File: config.mk
export PLATFORM = sky130hd
export DESIGN_NAME = lbdr_dr_param
export DESIGN_NICKNAME = d
export VERILOG_FILES = /design/src/rtl/lbdr_dr_param.sv
export SDC_FILE = /design/constraint.sdc
export NUM_CORES = 1
export LEC_CHECK = 0
export CAP_MARGIN = 20
export CORE_ASPECT_RATIO = 0.6
export CORE_MARGIN = 4
export CORE_UTILIZATION = 50
export CTS_BUF_LIST = sky130_fd_sc_hd__clkbuf_8
export DETAILED_ROUTE_END_ITERATION = 12
export DONT_BUFFER_PORTS = 1
export GPL_ROUTABILITY_DRIVEN = 0
export SLEW_MARGIN = 20
export SYNTH_ARGS = -nofsm -noshare
export SYNTH_HDL_FRONTEND = slang
export SYNTH_SLANG_ARGS = --single-unit
File: constraint.sdc
create_clock -name clk -period 5.31 [get_ports clk]
set_input_delay 0 -clock clk [delete_from_list [all_inputs] [get_ports clk]]
set_output_delay 0 -clock clk [all_outputs]
set_load 0.01 [all_outputs]
File: src/rtl/lbdr_dr_param.sv
// lbdr_dr_param: minimal 5-port LBDR routing unit with one deroute port and
// per-packet route locking. One instance sits behind each router input FIFO.
//
// Ports:
//   clk, rst                 clock, synchronous active-low reset
//   empty, flit_type         FIFO head status / flit type code
//   dst_addr                 destination {y,x} of the head flit (valid on HEADER)
//   pop                      head flit consumed this cycle
//   Rxy/Cx/dr/cur_addr_rst   configuration loaded while in reset
//   cfg_we, *_in             runtime configuration write (honoured in IDLE only)
//   N/E/W/S/Lport            registered one-hot output-port request
//   deroute                  current packet leaves through the deroute port
//   route_err                sticky: a header found no legal port
//   discard                  drain request while an unroutable packet is at head
//   busy                     a packet is in progress
module lbdr_dr_param #(
  parameter int         COORD_W = 2,
  parameter logic [2:0] HEADER  = 3'b001,
  parameter logic [2:0] BODY    = 3'b010,
  parameter logic [2:0] TAIL    = 3'b100
) (
  input  logic                 clk,
  input  logic                 rst,
  input  logic                 empty,
  input  logic [2:0]           flit_type,
  input  logic [2*COORD_W-1:0] dst_addr,
  input  logic                 pop,
  input  logic [7:0]           Rxy_rst,
  input  logic [3:0]           Cx_rst,
  input  logic [1:0]           dr_rst,
  input  logic [2*COORD_W-1:0] cur_addr_rst,
  input  logic                 cfg_we,
  input  logic [7:0]           Rxy_in,
  input  logic [3:0]           Cx_in,
  input  logic [1:0]           dr_in,
  input  logic [2*COORD_W-1:0] cur_addr_in,
  output logic                 Nport,
  output logic                 Eport,
  output logic                 Wport,
  output logic                 Sport,
  output logic                 Lport,
  output logic                 deroute,
  output logic                 route_err,
  output logic                 discard,
  output logic                 busy
);

  localparam int AW = 2 * COORD_W;

  typedef enum logic [1:0] {IDLE, ACTIVE, DROP} state_t;

  state_t            state;
  logic [7:0]        rxy;
  logic [3:0]        cx;
  logic [1:0]        dr;
  logic [AW-1:0]     cur_addr;
  // port_q bit order: [0]N [1]E [2]W [3]S [4]L (N..S share the dr/Cx index)
  logic [4:0]        port_q;

  logic [COORD_W-1:0] x_cur, y_cur, x_dst, y_dst;
  logic               n1, s1, e1, w1, local_hit;
  logic [3:0]         req;
  logic [4:0]         route_vec;
  logic               route_dr, route_ok;
  logic               hdr, tail_pop;

  assign x_cur = cur_addr[COORD_W-1:0];
  assign y_cur = cur_addr[AW-1:COORD_W];
  assign x_dst = dst_addr[COORD_W-1:0];
  assign y_dst = dst_addr[AW-1:COORD_W];

  assign n1 = y_dst < y_cur;
  assign s1 = y_cur < y_dst;
  assign e1 = x_cur < x_dst;
  assign w1 = x_dst < x_cur;
  assign local_hit = ~n1 & ~e1 & ~w1 & ~s1;

  assign req[0] = ((n1 & ~e1 & ~w1) | (n1 & e1 & rxy[0]) | (n1 & w1 & rxy[1])) & cx[0];
  assign req[1] = ((e1 & ~n1 & ~s1) | (e1 & n1 & rxy[2]) | (e1 & s1 & rxy[3])) & cx[1];
  assign req[2] = ((w1 & ~n1 & ~s1) | (w1 & n1 & rxy[4]) | (w1 & s1 & rxy[5])) & cx[2];
  assign req[3] = ((s1 & ~e1 & ~w1) | (s1 & e1 & rxy[6]) | (s1 & w1 & rxy[7])) & cx[3];

  // Local wins outright (ignores Cx); then N > E > W > S; then deroute
  // through dr only if that port is connected.
  always_comb begin
    route_vec = '0;
    route_dr  = 1'b0;
    if (local_hit)   route_vec[4] = 1'b1;
    else if (req[0]) route_vec[0] = 1'b1;
    else if (req[1]) route_vec[1] = 1'b1;
    else if (req[2]) route_vec[2] = 1'b1;
    else if (req[3]) route_vec[3] = 1'b1;
    else if (cx[dr]) begin
      route_vec[dr] = 1'b1;
      route_dr      = 1'b1;
    end
  end

  assign route_ok = |route_vec;
  assign hdr      = ~empty & (flit_type == HEADER);
  assign tail_pop = pop & ~empty & (flit_type == TAIL);

  always_ff @(posedge clk) begin
    if (!rst) begin
      rxy       <= Rxy_rst;
      cx        <= Cx_rst;
      dr        <= dr_rst;
      cur_addr  <= cur_addr_rst;
      state     <= IDLE;
      port_q    <= '0;
      deroute   <= 1'b0;
      route_err <= 1'b0;
    end else begin
      case (state)
        IDLE: begin
          // A header in the same cycle is routed with the old config
          // (route_vec is computed from the current registers).
          if (cfg_we) begin
            rxy       <= Rxy_in;
            cx        <= Cx_in;
            dr        <= dr_in;
            cur_addr  <= cur_addr_in;
            route_err <= 1'b0;
          end
          if (hdr) begin
            if (route_ok) begin
              port_q  <= route_vec;
              deroute <= route_dr;
              state   <= ACTIVE;
            end else begin
              route_err <= 1'b1;
              state     <= DROP;
            end
          end
        end
        ACTIVE: begin
          // Route is locked until the tail leaves; empty does not clear it.
          if (tail_pop) begin
            port_q  <= '0;
            deroute <= 1'b0;
            state   <= IDLE;
          end
        end
        DROP: begin
          if (tail_pop) state <= IDLE;
        end
        default: state <= IDLE;
      endcase
    end
  end

  assign Nport   = port_q[0];
  assign Eport   = port_q[1];
  assign Wport   = port_q[2];
  assign Sport   = port_q[3];
  assign Lport   = port_q[4];
  assign busy    = (state != IDLE);
  assign discard = (state == DROP) & ~empty;

endmodule

==> summary.md <==
| Metric | Value |
|---|---|
| Number of flops mapped to enable cells by yosys | 18 |
| Top post-synthesis cells by count | mux2_2, edfxtp_1, nand2_1 |
| Setup TNS | 0 ns |
| Buffers on Ports | 0 |
| Starting density of the core | 0.552 |
| Die Wd | ~83 µm |
| Max-cap violations | 0 |
| Register bit total from synthesis | 27 |
| Leakage | roughly 0.8 nW |
| Crit path max fanout | 6 |
| Die Area | around 4400 µm² |
| Via count | approximately 1.3k |
| Syn Area/Cell | ~11 µm² |
| Gate power share | 0.270 |
| NumNets Final | approximately 250 |
| Top cells by area, synth | edfxtp_1, mux2_2, dfxtp_1, ha_1, nand2_1 |
| Synthesized area | around 1700 µm² |
| Max_slew headroom | 0.487 |
| Largest net degree at the start of global routing | 30 |
| CTS tree | built |
| Clock Root Buffer | clkbuf_8 |
| Post-Synthesis Cells | ~150 |
| # resized after CTS | 0 |
| Worst slew pin tran | between 0.7 and 0.8 ns |
| Cell taking the most area after synthesis | edfxtp_1 |
| Final ANT Viol Nets | 0 |
| Unique masters post-synth | between 40 and 50 |
| Hold_ws | around 0.015 ns |
| Postcts setup bufs | 0 |
| Final hold vios | 0 |
| Async SR Flop Fraction | 0 |
| Final period util | 0.512 |
| Flop pwr share | 0.489 |
| Top FF cell, synth | edfxtp_1 |
| Clock share of power | 0.241 |
| Final Max Tran Viols | 0 |
| CTS Buf Count | 3 |
| Top-count cell post-synth | mux2_2 |
| Yosys warns | 0 |
| Max clock buf depth | 2 |
| First-pass DRT Iterations | 4 |
| Worst-path clk slew | ~0.10 ns |
| Wirelength per Cell | 17.7 µm |
| Kind of cell adding the most delay to the critical path | compound AO/OA/AOI/OAI gates |
| VDD IR max | around 0.00014 V |
| P_int | approximately 0.37 mW |
| Power Density | 240 nW/µm² |
| Clk_lat worst skew | around 0.29 ns |
| Number of global-route vias before repair | between 1k and 1.5k |
| GRT Util Overall | 0.208 |
| Worst setup path category | flop to flop |
| Layout cells sized above 1 | 0.185 |
| Placeable Area | between 3000 and 4000 µm² |
| DRT iter0 DRCs | 94 |
| Synth top area share | 0.322 |
| Slowest stage delay, CP | between 0.5 and 0.6 ns |
| Post-Synthesis Net Count | ~210 |
| WP buf/inv | 1 |
| Max Freq | approximately 0.37 GHz |
| Hold Path Class | input pin to flop |
| Setup violators final | 0 |
| Die height | approximately 53 µm |
| Unrepaired setup endpoints after global routing | false |
| Grt ovf | 0 |
| Status | finished clean |
| HPWL Detailed | roughly 2800 µm |
| H-tree Lvls | 1 |
| Antenna violations before repair | 0 |
| Startpoint Class | flop |
| Global-route wire length before repair | approximately 6700 µm |
| Avg Vias per Cell | 5.84 |
| P_sw | between 0.1 and 0.15 mW |
| Sw frac | 0.288 |
| Slowest-stage cell, CP | a21boi_0 |
| Diodes inserted | 0 |
| CTS Sinks | 27 |
| # DRC | 0 |
| Setup Skew | around 0.011 ns |
| Hold-fix buffers, CTS | 37 |
| Layout area overhead | 28.1% |
| WP data required | 5.53 ns |
| Ports | 57 |
| Arr. time, crit path | between 2 and 3 ns |
| Cell row count | 15 |
| Post-Route WL | 4090 µm |
| CP cell instances | inv_1 -> ha_1 -> and2b_4 -> or3_4 -> a31oi_4 -> nand4b_1 -> a21boi_0 -> o31a_4 -> mux2i_1 |
| Seq/Total Area, Yosys | 0.430 |
| Critical path capture point type | flop |
| Period minus WS final | 2.72 ns |
## through the flow
step           setup WS (ns)  instances  area [µm²]  utilization  total power [mW]
6_report                2.59        231        2150        0.707             0.517
5_1_grt                 2.48        231        2150        0.707             0.544
4_1_cts                 2.62        231        2150        0.707             0.518
3_5_place_dp            2.66        190        1720        0.565             0.363
3_3_place_gp            2.83        190        1720        0.565             0.359
2_1_floorplan           2.95        151        1680            -             0.344
## layer usage
| metal | track usage | wire [µm] | share of wire |
|---|---|---|---|
| met2 | 0.344 | 1830 | 0.45 |
| met4 | 0.0734 | 44 | 0.011 |
| met1 | 0.257 | 1850 | 0.45 |
| met3 | 0.0629 | 368 | 0.090 |
| met5 | 0 | 0 | 0 |
## placed cells by master (no fill, tap or decap), types with 2 or more instances in the layout
cell type | synthesis | final
dfxtp_1 | 9 | 9
o211ai_1 | 2 | 2
o21ai_1 | 3 | 3
o21ai_2 | 2 | 2
nand2b_1 | 2 | 2
clkbuf_8 | 0 | 3
a21boi_0 | 2 | 2
nand4_1 | 2 | 2
and2_1 | 2 | 2
or3_1 | 2 | 2
nor2_1 | 7 | 7
ha_1 | 7 | 7
dlygate4sd3_1 | 0 | 36
nand4b_1 | 3 | 3
edfxtp_1 | 18 | 18
mux2_2 | 19 | 19
nand2_1 | 15 | 15
mux2i_1 | 3 | 3
o32ai_1 | 2 | 2
a21oi_1 | 3 | 3
and3_1 | 3 | 3
o31ai_1 | 2 | 2
nor2b_1 | 2 | 2
inv_1 | 12 | 12
## power groups by stage
stage,Combinational [mW],Clock (mW),Sequential [mW]
4_1_cts,0.136,0.130,0.253
6_report,0.139,0.125,0.253
3_3_place_gp,0.102,0,0.257
2_1_floorplan,0.0910,0,0.253
3_5_place_dp,0.106,0,0.257
5_1_grt,0.153,0.136,0.254
## kinds of logic (layout without fill, tap and decap cells)
kind of cell	Yosys count	after routing	share of synthesized area
AO/OA/AOI/OAI	33	33	0.175
adder cells (fa/ha/maj)	7	7	0.0522
buffers and inverters	15	53	0.0336
flip-flops	27	27	0.430
multiplexers	22	22	0.145
AND/OR/NAND/NOR	47	47	0.164
## path summary, 6_finish.rpt
kind	endpoint	cells past startpoint	slack (ns)	startpoint
setup / recovery	deroute	9	2.59	cur_addr[1]
hold / removal	state[1]	2	0.01	rst
setup reg to reg	deroute	9	2.59	cur_addr[1]
hold reg to reg	port_q[1]	2	0.52	port_q[1]
## cell type report
cell class | count | area [µm²]
Tap cell | 42 | 52.6
Clock buffer | 3 | 41.3
Multi-Input combinational cell | 109 | 901
Sequential cell | 27 | 721
Clock inverter | 1 | 8.76
Fill cell | 221 | 891
Timing Repair Buffer | 37 | 380
Inverter | 12 | 45.0
## flip-flops by register name, indices dropped and copies added, names as in the netlist
signal     cells
route_err      1
deroute        1
dr             2
state          2
rxy            8
cur_addr       4
port_q         5
cx             4
No activity file was read; power rests on OpenSTA's default activity.
